**config.mk**
```make
export PLATFORM = sky130hd
export DESIGN_NAME = audio_i2s_tx
export DESIGN_NICKNAME = d
export VERILOG_FILES = /design/src/rtl/audio_pkg.sv /design/src/rtl/audio_clk_div.sv /design/src/rtl/audio_i2s_tx.sv
export SDC_FILE = /design/constraint.sdc
export NUM_CORES = 1
export LEC_CHECK = 0
export BUFFER_PORTS_ARGS = -buffer_cell sky130_fd_sc_hd__buf_2
export CAP_MARGIN = 10
export CELL_PAD_IN_SITES_DETAIL_PLACEMENT = 1
export CELL_PAD_IN_SITES_GLOBAL_PLACEMENT = 1
export CORE_MARGIN = 5
export CORE_UTILIZATION = 48
export CTS_CLUSTER_SIZE = 28
export DETAILED_ROUTE_END_ITERATION = 6
export PLACE_DENSITY = 0.81
export SYNTH_ARGS = -nofsm -noshare
export SYNTH_HDL_FRONTEND = slang
export SYNTH_SLANG_ARGS = --single-unit
```
**constraint.sdc**
```tcl
create_clock -name clk -period 4.64 [get_ports clk]
set_input_delay 0.928 -clock clk [delete_from_list [all_inputs] [get_ports clk]]
set_output_delay 0.928 -clock clk [all_outputs]
set_load 0.02 [all_outputs]
```
**src/rtl/audio_pkg.sv**
```systemverilog
// Shared constants for the I2S transmit path.
// Clock-divider shifts, LRCK encoding and the silence word.
package audio_pkg;

  localparam int DATA_W_DEF      = 16;
  localparam int MCLK_SHIFT_DEF  = 2;
  localparam int SCK_SHIFT_DEF   = 4;
  localparam int FRAME_SHIFT_DEF = 10;

  typedef enum logic {
    LRCK_LEFT  = 1'b0,
    LRCK_RIGHT = 1'b1
  } lrck_e;

  localparam logic [DATA_W_DEF-1:0] SILENCE = 16'h0000;

endpackage

```
**src/rtl/audio_clk_div.sv**
```systemverilog
// Free-running frame counter producing MCLK/SCK/LRCK and
// the frame_end / sck_fall strobes plus the upcoming slot.
module audio_clk_div
  import audio_pkg::*;
#(
  parameter int MCLK_SHIFT  = MCLK_SHIFT_DEF,
  parameter int SCK_SHIFT   = SCK_SHIFT_DEF,
  parameter int FRAME_SHIFT = FRAME_SHIFT_DEF,
  parameter int SLOT_W      = FRAME_SHIFT - SCK_SHIFT - 1
) (
  input  logic              clk,
  input  logic              rst_n,
  output logic              mclk,
  output logic              sck,
  output logic              lrck,
  output logic              frame_end,
  output logic              sck_fall,
  output logic [SLOT_W-1:0] slot_nxt,
  output lrck_e             half_nxt
);

  logic [FRAME_SHIFT-1:0] cnt;
  logic [FRAME_SHIFT-1:0] cnt_nxt;

  assign cnt_nxt = cnt + FRAME_SHIFT'(1);

  always_ff @(posedge clk or negedge rst_n) begin
    if (!rst_n) cnt <= '0;
    else        cnt <= cnt_nxt;
  end

  // Clocks are plain register bits, so they cannot glitch.
  assign mclk = cnt[MCLK_SHIFT-1];
  assign sck  = cnt[SCK_SHIFT-1];
  assign lrck = cnt[FRAME_SHIFT-1];

  assign frame_end = &cnt;
  assign sck_fall  = &cnt[SCK_SHIFT-1:0];

  assign slot_nxt = cnt_nxt[FRAME_SHIFT-2:SCK_SHIFT];
  assign half_nxt = lrck_e'(cnt_nxt[FRAME_SHIFT-1]);

endmodule

```
**src/rtl/audio_i2s_tx.sv**
```systemverilog
// Stereo PCM to I2S serializer for the external DAC.
// Define I2S_LEFT_JUSTIFIED_EN for left-justified framing.
module audio_i2s_tx
  import audio_pkg::*;
#(
  parameter int DATA_W      = DATA_W_DEF,
  parameter int MCLK_SHIFT  = MCLK_SHIFT_DEF,
  parameter int SCK_SHIFT   = SCK_SHIFT_DEF,
  parameter int FRAME_SHIFT = FRAME_SHIFT_DEF
) (
  input  logic              clk,
  input  logic              rst_n,
  input  logic [DATA_W-1:0] audio_left,
  input  logic [DATA_W-1:0] audio_right,
  input  logic              mute,
  output logic              sample_req,
  output logic              audio_mclk,
  output logic              audio_lrck,
  output logic              audio_sck,
  output logic              audio_sdin
);

  localparam int SLOT_W = FRAME_SHIFT - SCK_SHIFT - 1;

  logic              frame_end;
  logic              sck_fall;
  logic [SLOT_W-1:0] slot_nxt;
  lrck_e             half_nxt;

  logic [DATA_W-1:0] hold_l;
  logic [DATA_W-1:0] hold_r;
  logic              mute_q;
  logic [DATA_W-1:0] word_nxt;
  logic              mute_nxt;
  logic              bit_nxt;

  audio_clk_div #(
    .MCLK_SHIFT  (MCLK_SHIFT),
    .SCK_SHIFT   (SCK_SHIFT),
    .FRAME_SHIFT (FRAME_SHIFT),
    .SLOT_W      (SLOT_W)
  ) u_div (
    .clk       (clk),
    .rst_n     (rst_n),
    .mclk      (audio_mclk),
    .sck       (audio_sck),
    .lrck      (audio_lrck),
    .frame_end (frame_end),
    .sck_fall  (sck_fall),
    .slot_nxt  (slot_nxt),
    .half_nxt  (half_nxt)
  );

  // At the frame boundary the hold regs load on the same edge
  // that launches slot 0, so bypass the incoming values.
  always_comb begin
    mute_nxt = frame_end ? mute : mute_q;
    word_nxt = frame_end ? audio_left : hold_l;
    if (half_nxt == LRCK_RIGHT)
      word_nxt = hold_r;
  end

  always_comb begin
    bit_nxt = 1'b0;
    for (int i = 0; i < DATA_W; i++) begin
`ifdef I2S_LEFT_JUSTIFIED_EN
      if (int'(slot_nxt) == DATA_W - 1 - i)
        bit_nxt = word_nxt[i];
`else
      if (int'(slot_nxt) == DATA_W - i)
        bit_nxt = word_nxt[i];
`endif
    end
  end

  always_ff @(posedge clk or negedge rst_n) begin
    if (!rst_n) begin
      hold_l     <= DATA_W'(SILENCE);
      hold_r     <= DATA_W'(SILENCE);
      mute_q     <= 1'b0;
      sample_req <= 1'b0;
      audio_sdin <= 1'b0;
    end else begin
      sample_req <= frame_end;
      if (frame_end) begin
        hold_l <= audio_left;
        hold_r <= audio_right;
        mute_q <= mute;
      end
      if (sck_fall)
        audio_sdin <= bit_nxt & ~mute_nxt;
    end
  end

endmodule
```
==> metrics.log, run 1 <==
[metrics] Worst Setup Start Kind: flip-flop
[metrics] num ports: 40
[metrics] Synth Flop Type: sky130_fd_sc_hd__dfrtp_1
[metrics] fin. max-slew vios: 0
[metrics] worst slack after detailed placement: about 1.4 ns
[metrics] proportion of power drawn by the clock network: 0.381
[metrics] fraction of final layout cells with drive strength greater than 1: 0.385
[metrics] RSZ-0062 raised after global routing: no
[metrics] Finished Core Util: 0.552
[metrics] FF-to-FF path depth: 9
[metrics] RePlAce Congestion: 0.902
[metrics] compound-cell area share of the yosys netlist: 0.127
[metrics] WS Path Type: flip-flop to flip-flop
[metrics] global-route wire length before repair: 9920 um
[metrics] die extent in y: between 80 and 90 um
[metrics] post-synthesis to final-layout area growth: 13.3%
[metrics] Pleak: around 0.0014 uW
[metrics] summed instance area of the synthesized netlist: between 2000 and 2500 um^2
[metrics] clock tree root buffer cell: sky130_fd_sc_hd__clkbuf_8
[metrics] terminating pin of the worst hold path: hold_l[0]$_DFF_PN0_
[metrics] gate count after technology mapping: 219
[metrics] biggest fanout along the worst timing path: 22
[metrics] endpoint of the lowest-slack register-to-register path: audio_sdin$_DFFE_PN0P_
[metrics] drc violations: 0
[metrics] cell row count: 26
[metrics] Starting DRT DRC Count: 73
[metrics] simple-gate share of the synthesized area: 0.163
[metrics] R2R setup slack: approximately 1.4 ns
[metrics] number of hold violations in the final report: 0
[metrics] residual overflow from global routing: 0
[metrics] antenna violations before repair: 0
[metrics] combinational power share: 0.032
[metrics] worst min-delay path category: flip-flop to flip-flop
[metrics] setup violation total in the final timing report: 0
[metrics] xor and xnor fraction of the mapped netlist area: 0.0287
[metrics] outcome: finished clean
[metrics] maximum level of the CTS H-tree: 2
[metrics] largest net degree at the start of global routing: 46
[metrics] mean cell area of the mapped netlist: around 11 um^2
[metrics] total power of the final layout: ~670 uW
[metrics] clock buffer depth: 2
[metrics] setup clock skew after layout: between 0.01 and 0.015 ns
[metrics] switching share of power: 0.237
[metrics] count of buffers inserted at the top-level ports: 39
[metrics] highest clock frequency the design can meet: between 0.3 and 0.4 GHz
[metrics] internal cell power: 509 uW
[metrics] routed wire length per instance: approximately 19 um
[metrics] clock-pin slew reported for the worst setup and hold paths after clock tree synthesis: approximately 0.09 ns
[metrics] total die area: 6620 um^2
[metrics] Critical Path RT: between 4 and 5 ns
[metrics] slew at the pin closest to its max-slew limit: 0.972 ns
[metrics] portion of netlist area occupied by mux cells: 0.179
[metrics] Worst Min Path Start: hold_l[0]$_DFF_PN0_
[metrics] Synthesized Nets: 255
[metrics] HPWL after detailed placement: between 4000 and 5000 um
[metrics] overall die width: 81.4 um
[metrics] total iterations of the first detailed-routing run: 4
[metrics] Slew Limit Headroom: 0.352
[metrics] area of the placeable core: 5010 um^2
[metrics] worst ir drop on vdd: 159 uV
[metrics] combinational family with the most area after synthesis: multiplexers
[metrics] total clock sinks: 45
[metrics] TritonCTS clock tree: yes
[metrics] sequential-to-total area share from yosys stat: 0.461
[metrics] count of hold buffers inserted by post-cts repair: 0
[metrics] routed vias: roughly 1800
[metrics] count of nets left with antenna violations after detail routing: 0
[metrics] Sequential Power Share: 0.588
[metrics] reported net switching power: ~160 uW
[metrics] GRT Total Usage: 0.200
[metrics] Critical Path Sink Type: flip-flop
[metrics] insertion delay to the later sink of the worst-skew pair: ~0.31 ns
[metrics] unique cell type count in the Yosys netlist: 59
[metrics] TritonCTS Buffers: 5
[metrics] total inserted antenna cells: 0
[metrics] area share of fa/ha/maj cells after synthesis: 0.00512
[metrics] post-synthesis sequential element count: 45
[metrics] least setup slack across all paths after layout: around 1.4 ns
[metrics] share of synthesized registers carrying an async set or reset: 1.00
[metrics] reported max-cap violation count: 0
[metrics] Avg Vias per Cell: around 5.6
[metrics] hold slack: 0.504 ns
[metrics] post-route clock period utilization: 0.695
[metrics] number of enable flip-flop cells after synthesis: 0
[metrics] Hold Crit Depth: 1
[metrics] source of the worst register-to-register timing path: u_div.cnt[0]$_DFF_PN0_
[metrics] Worst EP arrival: around 3.4 ns
[metrics] count of cells resized by post-cts repair: 0
[metrics] total negative setup slack: 0 ns
[metrics] Post-layout nets: between 200 and 300
[metrics] min cycle time layout: ~3.2 ns
[metrics] wire length after detailed routing: 6080 um
[metrics] number of setup buffers added after CTS: 0
[metrics] vias in the first global route: ~2000
[metrics] Initial Utilization: 0.488
[metrics] total power per unit cell area: around 240 nW/um^2
[metrics] Yosys Warn Count: 0
worst max-delay path: stages (launching register included):
cell and delay [ns]:
sky130_fd_sc_hd__dfrtp_1 0.47, sky130_fd_sc_hd__ha_1 0.36, sky130_fd_sc_hd__nand3_2 0.27, sky130_fd_sc_hd__nor3_4 0.24
sky130_fd_sc_hd__buf_4 0.31, sky130_fd_sc_hd__mux2_2 0.38, sky130_fd_sc_hd__or3_1 0.34, sky130_fd_sc_hd__o2111a_1 0.15
sky130_fd_sc_hd__a211o_1 0.30, sky130_fd_sc_hd__a221o_1 0.29
power by group through the flow:
stage / registers [uW] / logic [uW] / clock network, uW
floorplan: 400 / 0.364 / 0
CTS: 392 / 22.1 / 252
global placement: 400 / 21.5 / 0
detailed placement: 400 / 22.0 / 0
finish: 392 / 21.1 / 254
global route: 392 / 24.0 / 275
worst max path at each step:
stage	start	end	slack, ns	depth (start not counted)
final	u_div.cnt[0]$_DFF_PN0_	audio_sdin$_DFFE_PN0P_	1.41	9
after global routing	u_div.cnt[0]$_DFF_PN0_	audio_sdin$_DFFE_PN0P_	1.18	9
after CTS	u_div.cnt[0]$_DFF_PN0_	audio_sdin$_DFFE_PN0P_	1.42	9
after detailed placement	u_div.cnt[0]$_DFF_PN0_	audio_sdin$_DFFE_PN0P_	1.43	9
after global placement	u_div.cnt[0]$_DFF_PN0_	audio_sdin$_DFFE_PN0P_	1.50	9
after floorplan	u_div.cnt[1]$_DFF_PN0_	audio_sdin$_DFFE_PN0P_	1.70	9
per-stage QoR:
stage	area, um^2	instances
2_1_floorplan	2440	219
3_3_place_gp	2680	319
3_5_place_dp	2680	319
4_1_cts	2770	327
5_1_grt	2770	327
6_report	2770	327
synth_stat cells, drive strengths merged (3+ instances only):
master	count	area (um^2)
a21oi	6	30.0
a31oi	4	25.0
and2	3	21.3
and4	4	36.3
buf	7	48.8
clkbuf	4	15.0
dfrtp	45	1130
inv	7	26.3
mux2	34	387
mux2i	5	50.1
nand2	18	67.6
nand2b	3	18.8
nand3	7	40.0
nor2	9	33.8
nor3	5	36.3
o211ai	3	22.5
o21ai	7	35.0
xnor2	6	52.6
cell families after synthesis:
logic type | count (synthesis)
simple gates | 66
flops | 45
compound gates | 42
mux | 39
buf+inv | 18
xor+xnor | 8
fa+ha+maj | 1
per-layer routing:
metal,track usage,vias up,routed length (um)
met3,0.0410,11,242
met1,0.265,903,2800
met4,0.0659,0,106
li1,-,885,-
met2,0.326,38,2930
met5,0,-,0
state kept, by name, summed over array words and instances (netlist names):
register and flops:
audio_sdin 1, hold_l 16, hold_r 16, mute_q 1, sample_req 1, u_div.cnt 10
cell usage in the layout (no fill, tap or decap), types with 2 or more instances in the layout:
cell	Yosys	routed
sky130_fd_sc_hd__nand2_1	18	18
sky130_fd_sc_hd__mux2_2	33	33
sky130_fd_sc_hd__clkbuf_8	0	5
sky130_fd_sc_hd__or2_2	2	2
sky130_fd_sc_hd__inv_2	2	2
sky130_fd_sc_hd__nor3_1	4	4
sky130_fd_sc_hd__inv_1	5	5
sky130_fd_sc_hd__o31ai_1	2	2
sky130_fd_sc_hd__and2_1	2	2
sky130_fd_sc_hd__or3_1	2	2
sky130_fd_sc_hd__o2111ai_1	2	2
sky130_fd_sc_hd__nor4b_1	2	2
sky130_fd_sc_hd__a221oi_1	2	2
sky130_fd_sc_hd__buf_2	3	39
sky130_fd_sc_hd__nand3_1	6	6
sky130_fd_sc_hd__a21oi_1	6	6
sky130_fd_sc_hd__and4_1	3	3
sky130_fd_sc_hd__nor2_1	9	9
sky130_fd_sc_hd__a221o_1	2	2
sky130_fd_sc_hd__o211ai_1	3	3
sky130_fd_sc_hd__mux2i_1	5	5
sky130_fd_sc_hd__o21ai_0	7	7
sky130_fd_sc_hd__xnor2_1	6	6
sky130_fd_sc_hd__a31oi_1	4	4
sky130_fd_sc_hd__buf_4	3	2
sky130_fd_sc_hd__nand2b_1	3	3
sky130_fd_sc_hd__dfrtp_1	45	45
sky130_fd_sc_hd__nand4_2	2	2
sky130_fd_sc_hd__xor2_1	2	2
area by class of cell:
type                            count  area, um^2
Multi-Input combinational cell    156        1230
Fill cell                         577        2240
Timing Repair Buffer               41         210
Inverter                            7        26.3
Sequential cell                    45        1130
Clock buffer                        5        68.8
Clock inverter                      3        21.3
Tap cell                           70        87.6
Note: power is estimated with default switching activity, not from simulation.
==> run 2, diff against run 1 <==
- CORE_UTILIZATION: 48 -> 40
- PLACE_DENSITY: 0.81 -> 0.72
- clock period: 4.64 -> 2.7 ns (I/O delays scaled with it)
==> metrics.log, run 2 (synthesis results as in run 1) <==
[metrics] outcome: finished clean
[metrics] Critical Path Sink Type: flip-flop
[metrics] overall die width: between 80 and 90 um
[metrics] fraction of final layout cells with drive strength greater than 1: 0.498
[metrics] GRT Total Usage: 0.169
[metrics] Buffers & Inverters on Critical Path: 1
[metrics] total power of the final layout: around 1100 uW
[metrics] post-route clock period utilization: 0.980
[metrics] cell with the biggest individual delay on the critical path: sky130_fd_sc_hd__or4_4
[metrics] fin. max-slew vios: 0
[metrics] insertion delay to the later sink of the worst-skew pair: just under 0.3 ns
[metrics] fill cell total of the finished layout: between 600 and 700
[metrics] clock tree root buffer cell: sky130_fd_sc_hd__clkbuf_8
[metrics] wire length after detailed routing: 6620 um
[metrics] count of hold buffers inserted by post-cts repair: 0
[metrics] setup violation total in the final timing report: 0
[metrics] RePlAce Congestion: between 0.8 and 0.9
[metrics] Worst EP arrival: around 2.8 ns
[metrics] min cycle time layout: roughly 2.6 ns
[metrics] post-synthesis to final-layout area growth: 28.3%
[metrics] largest net degree at the start of global routing: 30
[metrics] highest clock frequency the design can meet: between 0.3 and 0.4 GHz
[metrics] reported max-cap violation count: 0
[metrics] count of nets left with antenna violations after detail routing: 0
[metrics] total inserted antenna cells: 0
[metrics] slew at the pin closest to its max-slew limit: 0.524 ns
[metrics] routed length on met2: 3320 um
[metrics] routed wire length per instance: between 15 and 20 um
[metrics] setup clock skew after layout: 0.00614 ns
[metrics] Avg Vias per Cell: between 5 and 6
[metrics] slowest cell delay on critical path: ~0.54 ns
[metrics] top library cells by usage in the layout, fill and taps aside: 40 x sky130_fd_sc_hd__dfrtp_1, 39 x sky130_fd_sc_hd__buf_2, 31 x sky130_fd_sc_hd__mux2_2, 27 x sky130_fd_sc_hd__buf_4, 18 x sky130_fd_sc_hd__nand2_1
[metrics] detailed-route wire length on metal 1: between 2000 and 3000 um
[metrics] Initial Utilization: 0.413
[metrics] Starting DRT DRC Count: 148
[metrics] worst ir drop on vdd: 241 uV
[metrics] Critical Path RT: ~2.9 ns
[metrics] Met3 Wirelength: approximately 250 um
[metrics] vias in the first global route: between 2000 and 2500
[metrics] antenna violations before repair: 0
[metrics] total power per unit cell area: ~360 nW/um^2
[metrics] area of the placeable core: ~5900 um^2
[metrics] Finished Core Util: 0.530
[metrics] total die area: 7770 um^2
[metrics] worst min-delay path category: primary input to async pin
[metrics] chain of cells forming the critical path: buf_6, nand4_4, or4_4, and2_2, mux2i_1, o221ai_1, a221oi_2, nor4b_2, a221o_1
[metrics] TritonCTS clock tree: yes
[metrics] global-route wire length before repair: just over 10000 um
[metrics] source of the worst register-to-register timing path: u_div.cnt[0]$_DFF_PN0_
[metrics] total clock sinks: 45
[metrics] number of hold violations in the final report: 0
[metrics] total iterations of the first detailed-routing run: 4
[metrics] Pleak: 0.00152 uW
[metrics] Worst Setup Start Kind: flip-flop
[metrics] Top delay family on crit path: simple AND/OR/NAND/NOR gates
[metrics] biggest fanout along the worst timing path: 7
[metrics] clock buffer depth: 2
[metrics] Slew Limit Headroom: 0.647
[metrics] count of buffers inserted at the top-level ports: 39
[metrics] cell row count: 28
[metrics] routed vias: 2001
[metrics] WS Path Type: flip-flop to flip-flop
[metrics] clock-pin slew reported for the worst setup and hold paths after clock tree synthesis: about 0.08 ns
[metrics] RSZ-0062 raised after global routing: yes
[metrics] drc violations: 0
[metrics] num ports: 40
[metrics] residual overflow from global routing: 0
[metrics] HPWL after detailed placement: 4860 um
[metrics] highest metal used: met4
[metrics] Regs by FF count: hold_l (16), hold_r (16), u_div.cnt (10)
[metrics] Worst setup startpoint: u_div.cnt[0]$_DFF_PN0_
[metrics] TritonCTS Buffers: 5
[metrics] die extent in y: approximately 88 um
[metrics] maximum level of the CTS H-tree: 2
[metrics] Post-layout nets: roughly 320
[metrics] most common cell after layout, fill and taps aside: sky130_fd_sc_hd__dfrtp_1
## run 2: final cells by class
| class | instances | area, um^2 | area share |
|---|---|---|---|
| Inverter | 7 | 26.3 | 0.00838 |
| Timing Repair Buffer | 69 | 440 | 0.140 |
| Clock buffer | 7 | 86.3 | 0.0275 |
| Tap cell | 75 | 93.8 | 0.0299 |
| Sequential cell | 45 | 1130 | 0.361 |
| Multi-Input combinational cell | 157 | 1360 | 0.433 |
## run 2: metrics by stage
| stage | cells | setup TNS [ns] | hold slack (ns) | area [um^2] | setup WS, ns |
|---|---|---|---|---|---|
| 6_report | 360 | 0 | 0.161 | 3140 | 0.0553 |
| 5_1_grt | 360 | -0.0497 | 0.188 | 3140 | -0.0497 |
| 4_1_cts | 355 | 0 | 0.171 | 2990 | 0.0273 |
| 3_5_place_dp | 348 | -0.00882 | 0.480 | 2890 | -0.00882 |
| 3_3_place_gp | 348 | 0 | 0.482 | 2890 | 0.0317 |
| 2_1_floorplan | 219 | 0 | 0.244 | 2470 | 0.00602 |
## run 2: metal layers
layer,global-route usage,up-vias
met5,0,-
met4,0.0412,0
met3,0.0301,8
met2,0.277,44
met1,0.232,996
li1,-,953
## run 2: worst paths after layout
path	to	slack [ns]	cells after the start
setup / recovery	audio_sdin$_DFFE_PN0P_	0.06	9
hold / removal	hold_l[1]$_DFF_PN0_	0.16	1
setup reg to reg	audio_sdin$_DFFE_PN0P_	0.06	9
hold reg to reg	hold_l[9]$_DFF_PN0_	0.50	1
max in group asynchronous	hold_r[0]$_DFFE_PN0N_	1.82	2
min in group clk	hold_l[1]$_DFF_PN0_	0.47	2
## run 2: repair_timing
| item | 4_1_cts | 5_1_grt |
|---|---|---|
| hold endpoints to repair | 0 | 0 |
| buffers inserted | 0 | 4 |
| gates resized for setup | 3 | 19 |
| pin swaps | 0 | 2 |
| gates cloned | 0 | 1 |
| setup endpoints to repair | 1 | 1 |
## run 2: power by group
part | total (uW) | internal (uW) | switching, uW
logic | 37.9 | 18.3 | 19.6
registers | 673 | 673 | 0
clock network | 420 | 203 | 216
total | 1130 | 895 | 236
## run 2: worst register-to-register path: stages (launching register included)
cell,delay (ns)
sky130_fd_sc_hd__dfrtp_1,0.40
sky130_fd_sc_hd__buf_6,0.15
sky130_fd_sc_hd__nand4_4,0.13
sky130_fd_sc_hd__or4_4,0.54
sky130_fd_sc_hd__and2_2,0.24
sky130_fd_sc_hd__mux2i_1,0.20
sky130_fd_sc_hd__o221ai_1,0.17
sky130_fd_sc_hd__a221oi_2,0.28
sky130_fd_sc_hd__nor4b_2,0.07
sky130_fd_sc_hd__a221o_1,0.33
